**src/rtl/mac_pkg.sv**
```systemverilog
// mac_pkg: shared types and helpers for the multiply-accumulate datapath.
// Holds mode/FSM enums and the product extension function.
package mac_pkg;

    typedef enum logic {
        MAC_FREE = 1'b0,
        MAC_DOT  = 1'b1
    } mac_mode_e;

    typedef enum logic {
        ST_ACCUM = 1'b0,
        ST_EMIT  = 1'b1
    } mac_state_e;

    localparam int MAC_MAX_W = 64;

    // Caller narrows the 64-bit result to its own accumulator width.
    function automatic logic [MAC_MAX_W-1:0] mac_ext(
        input logic [MAC_MAX_W-1:0] v,
        input int                   w,
        input logic                 sgn
    );
        logic [MAC_MAX_W-1:0] r;
        r = v;
        for (int i = 0; i < MAC_MAX_W; i++) begin
            if (i >= w) begin
                r[i] = sgn ? v[w-1] : 1'b0;
            end
        end
        return r;
    endfunction

endpackage

```
**src/rtl/mac_if.sv**
```systemverilog
// mac_if: operand stream, result stream and control for mac_pipe.
// master drives operands/control, slave is the MAC unit.
interface mac_if #(
    parameter int N     = 4,
    parameter int ACC_W = 2*N+4,
    parameter int LEN   = 8
);
    logic                    clear;
    logic                    mode;
    logic                    in_valid;
    logic                    in_ready;
    logic [N-1:0]            a;
    logic [N-1:0]            b;
    logic                    out_valid;
    logic                    out_ready;
    logic [ACC_W-1:0]        result;
    logic                    sat;
    logic [$clog2(LEN)-1:0]  count;

    modport master (
        output clear, mode, in_valid, a, b, out_ready,
        input  in_ready, out_valid, result, sat, count
    );

    modport slave (
        input  clear, mode, in_valid, a, b, out_ready,
        output in_ready, out_valid, result, sat, count
    );

endinterface

```
**src/rtl/mac_sat_add.sv**
```systemverilog
// mac_sat_add: W-bit adder with overflow flag and optional clamping.
// Signed overflow is judged on operand signs, unsigned on carry out.
module mac_sat_add #(
    parameter int W      = 10,
    parameter int SIGNED = 0,
    parameter int SAT    = 1
) (
    input  logic [W-1:0] x,
    input  logic [W-1:0] y,
    output logic [W-1:0] sum,
    output logic         ovf
);
    logic [W:0]   raw;
    logic [W-1:0] maxv;
    logic [W-1:0] minv;

    always_comb begin
        raw = {1'b0, x} + {1'b0, y};
        if (SIGNED != 0) begin
            ovf  = (x[W-1] == y[W-1]) && (raw[W-1] != x[W-1]);
            maxv = {1'b0, {(W-1){1'b1}}};
            minv = {1'b1, {(W-1){1'b0}}};
        end else begin
            ovf  = raw[W];
            maxv = '1;
            minv = '0;
        end
        sum = raw[W-1:0];
        // Both operands negative means the true sum fell below min.
        if ((SAT != 0) && ovf) begin
            sum = ((SIGNED != 0) && x[W-1]) ? minv : maxv;
        end
    end

endmodule

```
**src/rtl/mac_pipe.sv**
```systemverilog
// mac_pipe: two-stage pipelined multiply-accumulate with handshakes.
// Free-running accumulate or LEN-product dot-product mode.
module mac_pipe
    import mac_pkg::*;
#(
    parameter int N      = 4,
    parameter int ACC_W  = 2*N+4,
    parameter int LEN    = 8,
    parameter int SIGNED = 0,
    parameter int SAT    = 1
) (
    input  logic clk,
    input  logic reset,
    mac_if.slave io
);
    localparam int CW = $clog2(LEN);
    localparam logic [CW-1:0] LAST = CW'(LEN-1);

    mac_mode_e      mode_q;
    mac_state_e     state_q;
    mac_state_e     state_d;
    logic [2*N-1:0] ax;
    logic [2*N-1:0] bx;
    logic [2*N-1:0] mul;
    logic [2*N-1:0] prod_q;
    logic           prod_v;
    logic [ACC_W-1:0] prod_ext;
    logic [ACC_W-1:0] acc_q;
    logic [ACC_W-1:0] res_q;
    logic [ACC_W-1:0] sum;
    logic           ovf;
    logic           sticky_q;
    logic           sat_q;
    logic           ov_q;
    logic [CW-1:0]  cnt_q;
    logic           advance;
    logic           accept;
    logic           step;
    logic           last;
    logic           emit;

    assign advance     = !(ov_q && !io.out_ready);
    assign io.in_ready = reset && advance && !io.clear;
    assign accept      = io.in_valid && io.in_ready;
    assign step        = prod_v && advance && !io.clear;
    assign last        = step && (mode_q == MAC_DOT)
                         && (cnt_q == LAST);
    assign emit        = step && ((mode_q == MAC_FREE) || last);

    // Low 2N bits of the product are exact once operands are extended.
    always_comb begin
        if (SIGNED != 0) begin
            ax = {{N{io.a[N-1]}}, io.a};
            bx = {{N{io.b[N-1]}}, io.b};
        end else begin
            ax = {{N{1'b0}}, io.a};
            bx = {{N{1'b0}}, io.b};
        end
        mul = ax * bx;
    end

    assign prod_ext = ACC_W'(mac_ext(
        {{(MAC_MAX_W-2*N){1'b0}}, prod_q}, 2*N, SIGNED != 0));

    mac_sat_add #(
        .W      (ACC_W),
        .SIGNED (SIGNED),
        .SAT    (SAT)
    ) u_add (
        .x   (acc_q),
        .y   (prod_ext),
        .sum (sum),
        .ovf (ovf)
    );

    always_ff @(posedge clk or negedge reset) begin
        if (!reset) begin
            prod_q <= '0;
            prod_v <= 1'b0;
        end else if (io.clear) begin
            prod_v <= 1'b0;
        end else if (advance) begin
            prod_v <= accept;
            if (accept) begin
                prod_q <= mul;
            end
        end
    end

    always_comb begin
        state_d = state_q;
        unique case (state_q)
            ST_ACCUM: if (last) state_d = ST_EMIT;
            ST_EMIT:  state_d = ST_ACCUM;
            default:  state_d = ST_ACCUM;
        endcase
        if (io.clear) begin
            state_d = ST_ACCUM;
        end
    end

    always_ff @(posedge clk or negedge reset) begin
        if (!reset) begin
            state_q <= ST_ACCUM;
        end else begin
            state_q <= state_d;
        end
    end

    always_ff @(posedge clk or negedge reset) begin
        if (!reset) begin
            acc_q    <= '0;
            cnt_q    <= '0;
            sticky_q <= 1'b0;
            mode_q   <= MAC_FREE;
        end else if (io.clear) begin
            acc_q    <= '0;
            cnt_q    <= '0;
            sticky_q <= 1'b0;
            mode_q   <= mac_mode_e'(io.mode);
        end else if (step) begin
            if (last) begin
                acc_q    <= '0;
                cnt_q    <= '0;
                sticky_q <= 1'b0;
            end else begin
                acc_q    <= sum;
                sticky_q <= sticky_q | ovf;
                if (mode_q == MAC_DOT) begin
                    cnt_q <= cnt_q + 1'b1;
                end
            end
        end
    end

    // A held result survives clear; only a consumer handshake drops it.
    always_ff @(posedge clk or negedge reset) begin
        if (!reset) begin
            ov_q  <= 1'b0;
            res_q <= '0;
            sat_q <= 1'b0;
        end else if (emit) begin
            ov_q  <= 1'b1;
            res_q <= sum;
            sat_q <= sticky_q | ovf;
        end else if (ov_q && io.out_ready) begin
            ov_q  <= 1'b0;
        end
    end

    assign io.out_valid = ov_q;
    assign io.result    = res_q;
    assign io.sat       = sat_q;
    assign io.count     = cnt_q;

endmodule

```
**src/flat_wrapper.sv**
```systemverilog
// flat-port wrapper written by rule: the top's interface ports become plain ports
module mac_pipe_flat import mac_pkg::*;
#(
    parameter int N      = 4,
    parameter int ACC_W  = 2*N+4,
    parameter int LEN    = 8,
    parameter int SIGNED = 0,
    parameter int SAT    = 1
)
  (clk, reset, io_clear, io_mode, io_in_valid, io_a, io_b, io_out_ready, io_in_ready, io_out_valid, io_result, io_sat, io_count);
  mac_if #(.N(N), .ACC_W(ACC_W), .LEN(LEN)) io_i ();
  input  logic clk;
  input  logic reset;
  input wire logic [$bits(io_i.clear)-1:0] io_clear;
  input wire logic [$bits(io_i.mode)-1:0] io_mode;
  input wire logic [$bits(io_i.in_valid)-1:0] io_in_valid;
  input wire logic [$bits(io_i.a)-1:0] io_a;
  input wire logic [$bits(io_i.b)-1:0] io_b;
  input wire logic [$bits(io_i.out_ready)-1:0] io_out_ready;
  output wire logic [$bits(io_i.in_ready)-1:0] io_in_ready;
  output wire logic [$bits(io_i.out_valid)-1:0] io_out_valid;
  output wire logic [$bits(io_i.result)-1:0] io_result;
  output wire logic [$bits(io_i.sat)-1:0] io_sat;
  output wire logic [$bits(io_i.count)-1:0] io_count;
  assign io_i.clear = io_clear;
  assign io_i.mode = io_mode;
  assign io_i.in_valid = io_in_valid;
  assign io_i.a = io_a;
  assign io_i.b = io_b;
  assign io_i.out_ready = io_out_ready;
  assign io_in_ready = io_i.in_ready;
  assign io_out_valid = io_i.out_valid;
  assign io_result = io_i.result;
  assign io_sat = io_i.sat;
  assign io_count = io_i.count;
  mac_pipe #(.N(N), .ACC_W(ACC_W), .LEN(LEN), .SIGNED(SIGNED), .SAT(SAT)) u_core (.clk(clk), .reset(reset), .io(io_i));
endmodule
```
**config.mk**
```make
export PLATFORM = sky130hd
export DESIGN_NAME = mac_pipe_flat
export DESIGN_NICKNAME = d
export VERILOG_FILES = /design/src/rtl/mac_pkg.sv /design/src/rtl/mac_if.sv /design/src/rtl/mac_sat_add.sv /design/src/rtl/mac_pipe.sv /design/src/flat_wrapper.sv
export SDC_FILE = /design/constraint.sdc
export NUM_CORES = 1
export LEC_CHECK = 0
export ABC_AREA = 1
export BUFFER_PORTS_ARGS = -buffer_cell sky130_fd_sc_hd__buf_4
export CAP_MARGIN = 20
export CORE_ASPECT_RATIO = 2
export CORE_MARGIN = 2
export CORE_UTILIZATION = 58
export DETAILED_ROUTE_END_ITERATION = 10
export PLACE_DENSITY = 0.83
export SLEW_MARGIN = 15
export SYNTH_ARGS = -nofsm -noshare
export SYNTH_HDL_FRONTEND = slang
export SYNTH_SLANG_ARGS = --single-unit
```
**constraint.sdc**
```tcl
create_clock -name clk -period 2.9 [get_ports clk]
set_clock_uncertainty 0.2 [all_clocks]
set_input_delay 0.145 -clock clk [delete_from_list [all_inputs] [get_ports clk]]
set_output_delay 0.145 -clock clk [all_outputs]
set_load 0.02 [all_outputs]
```
==> metrics.md <==
| Metric | Value |
|---|---|
| Status | finished clean |
| Hold Path Class | input pin to flop |
| Initial DRC Count | 60 |
| Adder-Cell Fraction of Synth Area | 14.0% |
| CTS Sinks | 40 |
| Syn Area/Cell | 7.49 sq um |
| RSZ-0062 raised after global routing | false |
| # Post-CTS Setup Buffers | 0 |
| Main synth FF type | dfrtp_1 |
| Post-CTS Hold Buffers | 8 |
| Required time of the critical path | ~2900 ps |
| Slew Viols, Final | 0 |
| Crit. End Element | flop |
| Post-synth EDFFs | 0 |
| Core Region | 0.00451 sq mm |
| # DRC | 0 |
| Mux contribution to synthesized area | 0% |
| Pin count of the biggest net entering global routing | 41 |
| Clock Tree Buf Depth | 2 |
| Hold depth | 6 |
| Area leader, netlist | dfrtp_1 |
| First-pass GRT wire length | 10000 microns |
| Fmax | 415 MHz |
| Worst Slack Setup Final | about 500 ps |
| Utilization after layout | 69.3% |
| Synth Area in XOR/XNOR | 1.97% |
| Ant. Diodes | 0 |
| CTS resizes | 0 |
| Setup-failing EPs final | 0 |
| Most common cell in the netlist | nand2_1 |
| Hold Vio Cnt, Final | 0 |
| Worst-Skew Late Latency | 290 ps |
| Largest family of logic cells by synthesized area | simple AND/OR/NAND/NOR gates |
| DR vias | approximately 2400 |
| Min Tclk post-route | 2410 ps |
| FFs w/ async S/R, synth | 100% |
| Num CTS Buffers | 5 |
| GP Congestion | 0.886 |
| R2R depth | 10 |
| Initial Utilization | 59.3% |
| Finished Layout Cells | between 400 and 500 |
| WS Path Type | input pin to flop |
| Final period util | between 80 and 90% |
| Number of antenna violations at the first check in global routing | 0 |
| Dpl ws | approximately 200 ps |
| Commonest cells post-synth | nand2_1 (155), inv_1 (42), dfrtp_1 (40) |
| Vias/cell | 5.24 |
| Clock-pin slew on the worst setup and hold paths | 80 ps |
| Crit Path Max Fanout | 5 |
| Syn nets | 398 |
| CTS tree | done |
| # nets final | 439 |
| Compound-Gate Fraction of Synth Area | 6.22% |
| Row count | 35 |
| Total power | 1.55 mW |
| Share of layout cells above drive strength 1 | 13.0% |
| DP Wirelength | 4480 microns |
| Slew @ Worst Pin | between 700 and 800 ps |
| Post-synth top area share | 37.4% |
| Total track usage | between 20% and 30% |
| Arrival time worst endpoint | roughly 2400 ps |
| Max_cap viols | 0 |
| Die Ht | 100 microns |
| Synth top area cells | dfrtp_1 (37%), nand2_1 (22%), ha_1 (10%), inv_1 (5.9%), nand3_1 (3.9%) |
| Mapped cell area | 0.00267 sq mm |
| TNS Setup | 0 ps |
| Die Span X | 52.0 microns |
| Register area share after synthesis | roughly 37% |
| Max-slew headroom | 47.8% |
| Flops & latches, synth | 40 |
| Synth Instances | 357 |
| Drt wl/cell | 12.9 microns |
| Worst VDD drop | 0.477 mV |
| Yosys warnings | 0 |
| Grt total ovfl | 0 |
| Die area | 0.00520 sq mm |
| PD cells | between 400 and 500 mW/mm^2 |
| # port buffers | 31 |
| Crit path launch type | input pin |
| Synth Area in Simple Gates | between 30 and 40% |
| Area grow syn2layout | 16.8% |
| Leakage | between 1.5 and 2 nW |
| DRT Pass-1 Iters | 4 |
| Post-DRT Antenna Nets | 0 |
| H-tree levels | 2 |
| CTS root buf | clkbuf_8 |
| Vias in the first global route | 2312 |
| DP Cell Count | 438 |
| I/O Pins | 32 |
| WL final | 5840 microns |
| Synth cell types | 32 |
## flip-flops by register name, indices dropped and copies added, names as in the netlist
name                 cells
u_core.sticky_q          1
u_core.prod_q            8
u_core.acc_q            12
u_core.prod_v            1
u_core.mode_q            1
u_core.io.result        12
u_core.io.count          3
u_core.io.out_valid      1
u_core.io.sat            1
## worst paths after layout
kind,end,slack [ps],startpoint
max,u_core.prod_q[5]$_DFFE_PN0P_,490,io_b[3]
min,u_core.prod_q[1]$_DFFE_PN0P_,100,io_a[0]
max reg2reg,u_core.acc_q[2]$_DFFE_PN0P_,520,u_core.acc_q[0]$_DFFE_PN0P_
min reg2reg,u_core.io.result[5]$_DFFE_PN0P_,280,u_core.io.result[5]$_DFFE_PN0P_
max in group asynchronous,u_core.prod_q[4]$_DFFE_PN0P_,1870,reset
min in group asynchronous,u_core.io.result[8]$_DFFE_PN0P_,280,reset
## worst max-delay path: stages
cell and delay, ps:
buf_4 100, nand2_1 80, fa_1 540, inv_1 50
fa_1 420, ha_1 360, a21o_1 230, a31oi_1 190
xor2_1 160, o21ai_0 90
## cell type report
type | count | area [sq um]
flip-flops and latches | 40 | 1000
well taps | 55 | 68.8
inverters | 45 | 169
repair buffers | 40 | 320
fillers | 374 | 1390
clock inverters | 3 | 42.5
multi-input cells | 266 | 1450
clock buffers | 5 | 68.8
## cells in the final DEF (no fill, tap or decap), types with 2 or more instances in the layout
cell type,netlist,final
dfrtp_1,40,40
buf_4,3,32
xnor2_1,3,3
a21oi_1,4,4
nand3_1,21,21
nand3b_1,4,4
nand4_1,5,5
nand3_2,2,2
dlygate4sd3_1,0,8
nand2_1,155,155
ha_1,22,22
inv_2,3,3
fa_1,5,5
o21ai_0,11,11
clkbuf_8,0,5
nor2_1,15,15
inv_1,42,42
xor2_1,3,3
a21oi_2,3,3
## kinds of logic after synthesis
family	after synthesis
AND/OR/NAND/NOR	207
buffers and inverters	51
flip-flops	40
adder cells (fa/ha/maj)	27
AO/OA/AOI/OAI	26
XOR/XNOR	6
## through the flow
stage	hold slack [ps]	cell area (sq um)
global route	134	3120
finish	98.6	3120
detailed placement	80.0	2930
global placement	69.2	2930
CTS	90.3	3120
floorplan	-351	2670
## power by group
group | total (mW) | switching, mW | internal (mW)
sequential | 0.669 | 0.0470 | 0.622
combinational | 0.429 | 0.254 | 0.175
clock | 0.456 | 0.201 | 0.255
## metal layers
layer | track usage (%) | wire (microns) | up-vias
met5 | 0 | 0 | -
met4 | 9.92 | 183 | 0
met2 | 42.0 | 3000 | 59
met1 | 31.9 | 2440 | 1109
met3 | 3.13 | 208 | 16
li1 | - | - | 1197
No activity file was read; power rests on OpenSTA's default activity.
